--- src/rtl/mem_initiator.sv ---
// Bus master for a 32x8 synchronous memory: self-test sweep (write seeded pattern,
// read back, count mismatches) and a single-access host req/rsp port.
module mem_initiator #(
   parameter int ADDR_W = 5,
   parameter int DATA_W = 8,
   parameter int DEPTH  = 2**ADDR_W
) (
   input  logic              clk,
   input  logic              rst,
   input  logic              start,
   input  logic [DATA_W-1:0] seed,
   output logic              busy,
   output logic              done,
   output logic              pass,
   output logic [ADDR_W:0]   err_count,
   output logic [ADDR_W-1:0] fail_addr,
   input  logic              req_valid,
   output logic              req_ready,
   input  logic              req_write,
   input  logic [ADDR_W-1:0] req_addr,
   input  logic [DATA_W-1:0] req_wdata,
   output logic              rsp_valid,
   output logic [DATA_W-1:0] rsp_rdata,
   output logic [ADDR_W-1:0] mem_addr,
   output logic [DATA_W-1:0] mem_data_in,
   input  logic [DATA_W-1:0] mem_data_out,
   output logic              mem_write,
   output logic              mem_read
);

   typedef enum logic [2:0] {
      IDLE, SW_WR, SW_RD, SW_DRAIN, SW_DONE, H_WR, H_RD, H_CAP
   } state_t;

   localparam logic [ADDR_W-1:0] LAST    = ADDR_W'(DEPTH - 1);
   localparam logic [ADDR_W:0]   ERR_MAX = (ADDR_W + 1)'(DEPTH);
   localparam logic [ADDR_W-1:0] ONE     = ADDR_W'(1);

   state_t            state;
   logic [ADDR_W-1:0] cnt;
   logic [DATA_W-1:0] seed_q;

   logic              cmp_en;
   logic              mismatch;
   logic [ADDR_W-1:0] cmp_addr;
   logic [ADDR_W:0]   err_next;

   function automatic logic [DATA_W-1:0] exp_word(input logic [DATA_W-1:0] s,
                                                   input logic [ADDR_W-1:0] a);
      logic [ADDR_W+DATA_W-1:0] wide;
      wide = {{DATA_W{1'b0}}, a};
      return s ^ wide[DATA_W-1:0];
   endfunction

   function automatic logic [ADDR_W:0] sat_inc(input logic [ADDR_W:0] v);
      return (v >= ERR_MAX) ? v : v + (ADDR_W + 1)'(1);
   endfunction

   // Read data for address cnt-1 is on the bus while cnt is being issued; the
   // counter wraps to 0 in SW_DRAIN so cnt-1 lands on the last address there.
   always_comb begin
      cmp_en   = ((state == SW_RD) && (cnt != '0)) || (state == SW_DRAIN);
      cmp_addr = cnt - ONE;
      mismatch = cmp_en && (mem_data_out != exp_word(seed_q, cmp_addr));
      err_next = mismatch ? sat_inc(err_count) : err_count;
   end

   always_ff @(posedge clk) begin
      if (rst) begin
         state       <= IDLE;
         cnt         <= '0;
         seed_q      <= '0;
         busy        <= 1'b0;
         done        <= 1'b0;
         pass        <= 1'b0;
         err_count   <= '0;
         fail_addr   <= '0;
         req_ready   <= 1'b0;
         rsp_valid   <= 1'b0;
         rsp_rdata   <= '0;
         mem_addr    <= '0;
         mem_data_in <= '0;
         mem_write   <= 1'b0;
         mem_read    <= 1'b0;
      end else begin
         done      <= 1'b0;
         rsp_valid <= 1'b0;
         if (mismatch) begin
            err_count <= err_next;
            if (err_count == '0)
               fail_addr <= cmp_addr;
         end
         case (state)
            IDLE: begin
               if (start) begin
                  state       <= SW_WR;
                  busy        <= 1'b1;
                  req_ready   <= 1'b0;
                  err_count   <= '0;
                  fail_addr   <= '0;
                  pass        <= 1'b0;
                  seed_q      <= seed;
                  cnt         <= '0;
                  mem_write   <= 1'b1;
                  mem_addr    <= '0;
                  mem_data_in <= exp_word(seed, '0);
               end else if (req_valid && req_ready) begin
                  busy      <= 1'b1;
                  req_ready <= 1'b0;
                  mem_addr  <= req_addr;
                  if (req_write) begin
                     state       <= H_WR;
                     mem_write   <= 1'b1;
                     mem_data_in <= req_wdata;
                  end else begin
                     state    <= H_RD;
                     mem_read <= 1'b1;
                  end
               end else begin
                  req_ready <= 1'b1;
               end
            end
            SW_WR: begin
               if (cnt == LAST) begin
                  state     <= SW_RD;
                  mem_write <= 1'b0;
                  mem_read  <= 1'b1;
                  cnt       <= '0;
                  mem_addr  <= '0;
               end else begin
                  cnt         <= cnt + ONE;
                  mem_addr    <= cnt + ONE;
                  mem_data_in <= exp_word(seed_q, cnt + ONE);
               end
            end
            SW_RD: begin
               cnt <= cnt + ONE;
               if (cnt == LAST) begin
                  state    <= SW_DRAIN;
                  mem_read <= 1'b0;
               end else begin
                  mem_addr <= cnt + ONE;
               end
            end
            SW_DRAIN: begin
               state <= SW_DONE;
               done  <= 1'b1;
               pass  <= (err_next == '0);
            end
            SW_DONE: begin
               state     <= IDLE;
               busy      <= 1'b0;
               req_ready <= 1'b1;
            end
            H_WR: begin
               state     <= IDLE;
               mem_write <= 1'b0;
               busy      <= 1'b0;
               req_ready <= 1'b1;
            end
            H_RD: begin
               state    <= H_CAP;
               mem_read <= 1'b0;
            end
            H_CAP: begin
               state     <= IDLE;
               rsp_rdata <= mem_data_out;
               rsp_valid <= 1'b1;
               busy      <= 1'b0;
               req_ready <= 1'b1;
            end
            default: state <= IDLE;
         endcase
      end
   end

endmodule
--- config.mk ---
export PLATFORM = sky130hd
export DESIGN_NAME = mem_initiator
export DESIGN_NICKNAME = d
export VERILOG_FILES = /design/src/rtl/mem_initiator.sv
export SDC_FILE = /design/constraint.sdc
export NUM_CORES = 1
export LEC_CHECK = 0
export BUFFER_PORTS_ARGS = -buffer_cell sky130_fd_sc_hd__buf_2
export CELL_PAD_IN_SITES_DETAIL_PLACEMENT = 0
export CELL_PAD_IN_SITES_GLOBAL_PLACEMENT = 1
export CORE_MARGIN = 2
export CORE_UTILIZATION = 39
export CTS_CLUSTER_DIAMETER = 200
export DETAILED_ROUTE_END_ITERATION = 7
export PLACE_DENSITY = 0.85
export REMOVE_ABC_BUFFERS = 1
export SLEW_MARGIN = 20
export SYNTH_ARGS = -nofsm -noshare
export SYNTH_HDL_FRONTEND = slang
export SYNTH_SLANG_ARGS = --single-unit
export TNS_END_PERCENT = 10
--- constraint.sdc ---
create_clock -name clk -period 3.4 [get_ports clk]
set_clock_uncertainty 0.1 [all_clocks]
set_input_delay 0.17 -clock clk [delete_from_list [all_inputs] [get_ports clk]]
set_output_delay 0.17 -clock clk [all_outputs]
set_load 0.01 [all_outputs]
==> metrics.md <==
| Metric | Value |
|---|---|
| Final Hold Viols | `0` |
| Die footprint | `0.008072 sq mm` |
| All-Layer GR Usage | `18.32%` |
| Pre-antenna DRT Iters | `4` |
| Cells after DPL | `503` |
| Port bufs | `72` |
| H-tree levels | `2` |
| Number of synthesized flops with an enable pin | `0` |
| Number of global-route vias before repair | `2557` |
| Max_cap viols | `0` |
| Post-Route WL | `7.376 mm` |
| Worst Path Required | `3.54 ns` |
| Final slew viol count | `0` |
| Worst Setup SP | `cnt[0]` |
| 1st-iter DRT viols | `87` |
| Met3 WL | `294 um` |
| First-pass GRT wire length | `12.21 mm` |
| Via density | `5.174` |
| Final non-filler cell total | `523` |
| Final period util | `81.73%` |
| Design Power | `0.001784 W` |
| FF-to-FF setup slack | `0.62 ns` |
| VDD IR max | `0.2534 mV` |
| Post-DP HPWL | `5.326 mm` |
| Startpoint of the worst register-to-register path | `cnt[0]` |
| CTS Buf Count | `5` |
| Share of post-route cells with drive strength above 1 | `21.93%` |
| Synth area leader | `dfxtp_1` |
| Final hold slack | `0.002879 ns` |
| Final min period | `2.779 ns` |
| Worst Setup EP | `pass` |
| N_diodes | `0` |
| Crit path DAT | `2.92 ns` |
| RR Endpoint | `pass` |
| Area Growth Syn to Fin | `21.64%` |
| Hold buffers post-CTS | `12` |
| Antenna viol nets, final | `0` |
| Slew HR | `46.89%` |
| Post-synthesis sequential area ratio | `38.31%` |
| # IOs | `73` |
| Clk buf depth | `2` |
| Final-report setup violation count | `0` |
| TNS Setup | `0 ns` |
| Post-CTS setup buffers | `0` |
| CP Class | `reg2reg` |
| FF+latch count, synth | `55` |
| Layout Nets | `462` |
| Routed wl met2 | `3.554 mm` |
| Synth area leaders | `dfxtp_1, a21oi_1, nor2_1` |
| Total number of vias | `2706` |
| Pwr per Cell Area | `510.5 mW/mm^2` |
| Cell with the most instances after synthesis | `dfxtp_1` |
| Critical path peak fanout | `7` |
| Initial antenna violation count | `0` |
| Async SR Flop Fraction | `0%` |
| Clk root buf | `clkbuf_8` |
| TritonCTS clock tree | `done` |
| Ys flop type | `dfxtp_1` |
| M1 WL | `3.408 mm` |
| Register clock-pin slew on the reported worst setup and hold paths | `0.11 ns` |
| Commonest cells post-synth | `dfxtp_1, nor2_1, nand2_1` |
| Post-CTS Resized | `0` |
| Num rows | `31` |
| Post-Syn Area per Cell | `8.188 sq um` |
| F_max | `359.9 MHz` |
| Top sig layer | `met4` |
| Netlist cell types | `52` |
| Worst slew pin tran | `0.7856 ns` |
| DRC | `0` |
| RD Place Congestion | `0.8378` |
| Largest net degree at the start of global routing | `31` |
| Post-DR wirelength/cell | `14.10 um` |
| Overflow after GRT | `0` |
| Cell area after synthesis | `0.002874 sq mm` |
| Die X | `89.85 um` |
| Num Clock Sinks | `55` |
| Status | `finished, final reports clean` |
| RSZ-0062 raised after global routing | `false` |
| Worst r2r path cells | `8` |
| Worst hold path type | `in2reg` |
| CP Capture Type | `flip-flop` |
| Die Y | `89.85 um` |
| Top-area cell type share of the netlist area | `38.31%` |
| Cells after Synth | `351` |
| Initial Util | `40.05%` |
| Clk_lat worst skew | `0.31 ns` |
| Min-Delay Startpoint | `mem_data_out[6]` |
| Yosys warning total | `0` |
| Core Area | `0.007176 sq mm` |
| Static Leak | `1.541 nW` |
| Crit start category | `flip-flop` |
## cell type report
class | count | area (sq um)
clock buffers | 6 | 72.57
well taps | 99 | 123.9
repair buffers | 85 | 488.0
multi-input cells | 270 | 1670
fillers | 738 | 3680
clock inverters | 2 | 17.52
inverters | 6 | 22.52
flip-flops and latches | 55 | 1101
## cell usage in the layout, fill, tap and decap left out, types with 2 or more instances in the layout
cell type,n
inv_1,6
ha_1,5
nor3_1,20
a22oi_1,4
dfxtp_1,55
a211oi_1,3
clkinv_4,2
o21ai_1,3
nand2b_1,5
or3_1,2
nand2_1,43
xor2_1,15
clkbuf_8,5
nor2_1,53
buf_2,72
dlygate4sd3_1,12
or2_2,2
xnor3_1,2
o211ai_1,2
a21oi_1,41
a221oi_1,3
o21a_1,3
o22ai_1,2
xnor2_1,7
nand3_1,6
mux2i_1,17
and2_1,2
and3_1,4
nor2b_1,2
## critical path, stage by stage, from the launching register on
cell	delay [ns]
dfxtp_1	0.47
inv_1	0.11
ha_1	0.41
xnor3_1	0.24
nor4_1	0.25
nand4_2	0.27
o21ai_1	0.26
mux2_2	0.37
o31ai_2	0.21
## through the flow
step	util [%]	setup WS [ns]	area, sq um
after floorplan	-	0.9866	2794
after global placement	45.79	0.8379	3286
after detailed placement	45.79	0.6569	3286
after CTS	48.72	0.6151	3496
after global routing	48.72	0.4008	3496
final	48.72	0.6213	3496
## power by group
part           total, W  internal (W)  switching (W)
registers      0.000801      0.000721      0.0000798
clock network  0.000376      0.000149       0.000227
logic          0.000608      0.000262       0.000345
## cells by family after synthesis
group	count (synthesis)	share of synthesized area, %
compound gates	73	16.11
xor+xnor	26	9.404
flops	55	38.31
simple gates	148	24.12
buf+inv	26	3.570
fa+ha+maj	5	2.177
mux	18	6.312
## per-layer routing
layer / global-route usage [%] / vias to the layer above
met2: 29.99 / 66
met3: 3.353 / 9
met4: 6.538 / 0
met5: 0 / -
li1: - / 1353
met1: 24.34 / 1278
## how the worst min path moves through the flow
stage	to	slack, ns	depth (start not counted)
detailed placement	seed_q[3]	0.33	3
floorplan	mem_data_in[3]	0.14	1
CTS	seed_q[0]	0.0008	3
finish	rsp_rdata[6]	0.003	3
global route	rsp_rdata[2]	0.0004	3
global placement	seed_q[6]	0.33	3
## flip-flops by register name, summed over array words and instances (netlist names)
signal / count
pass: 1
seed_q: 8
mem_read: 1
rsp_valid: 1
mem_addr: 5
busy: 1
cnt: 5
req_ready: 1
done: 1
state: 3
mem_write: 1
mem_data_in: 8
err_count: 6
rsp_rdata: 8
fail_addr: 5
(Power assumes the default switching activity.)
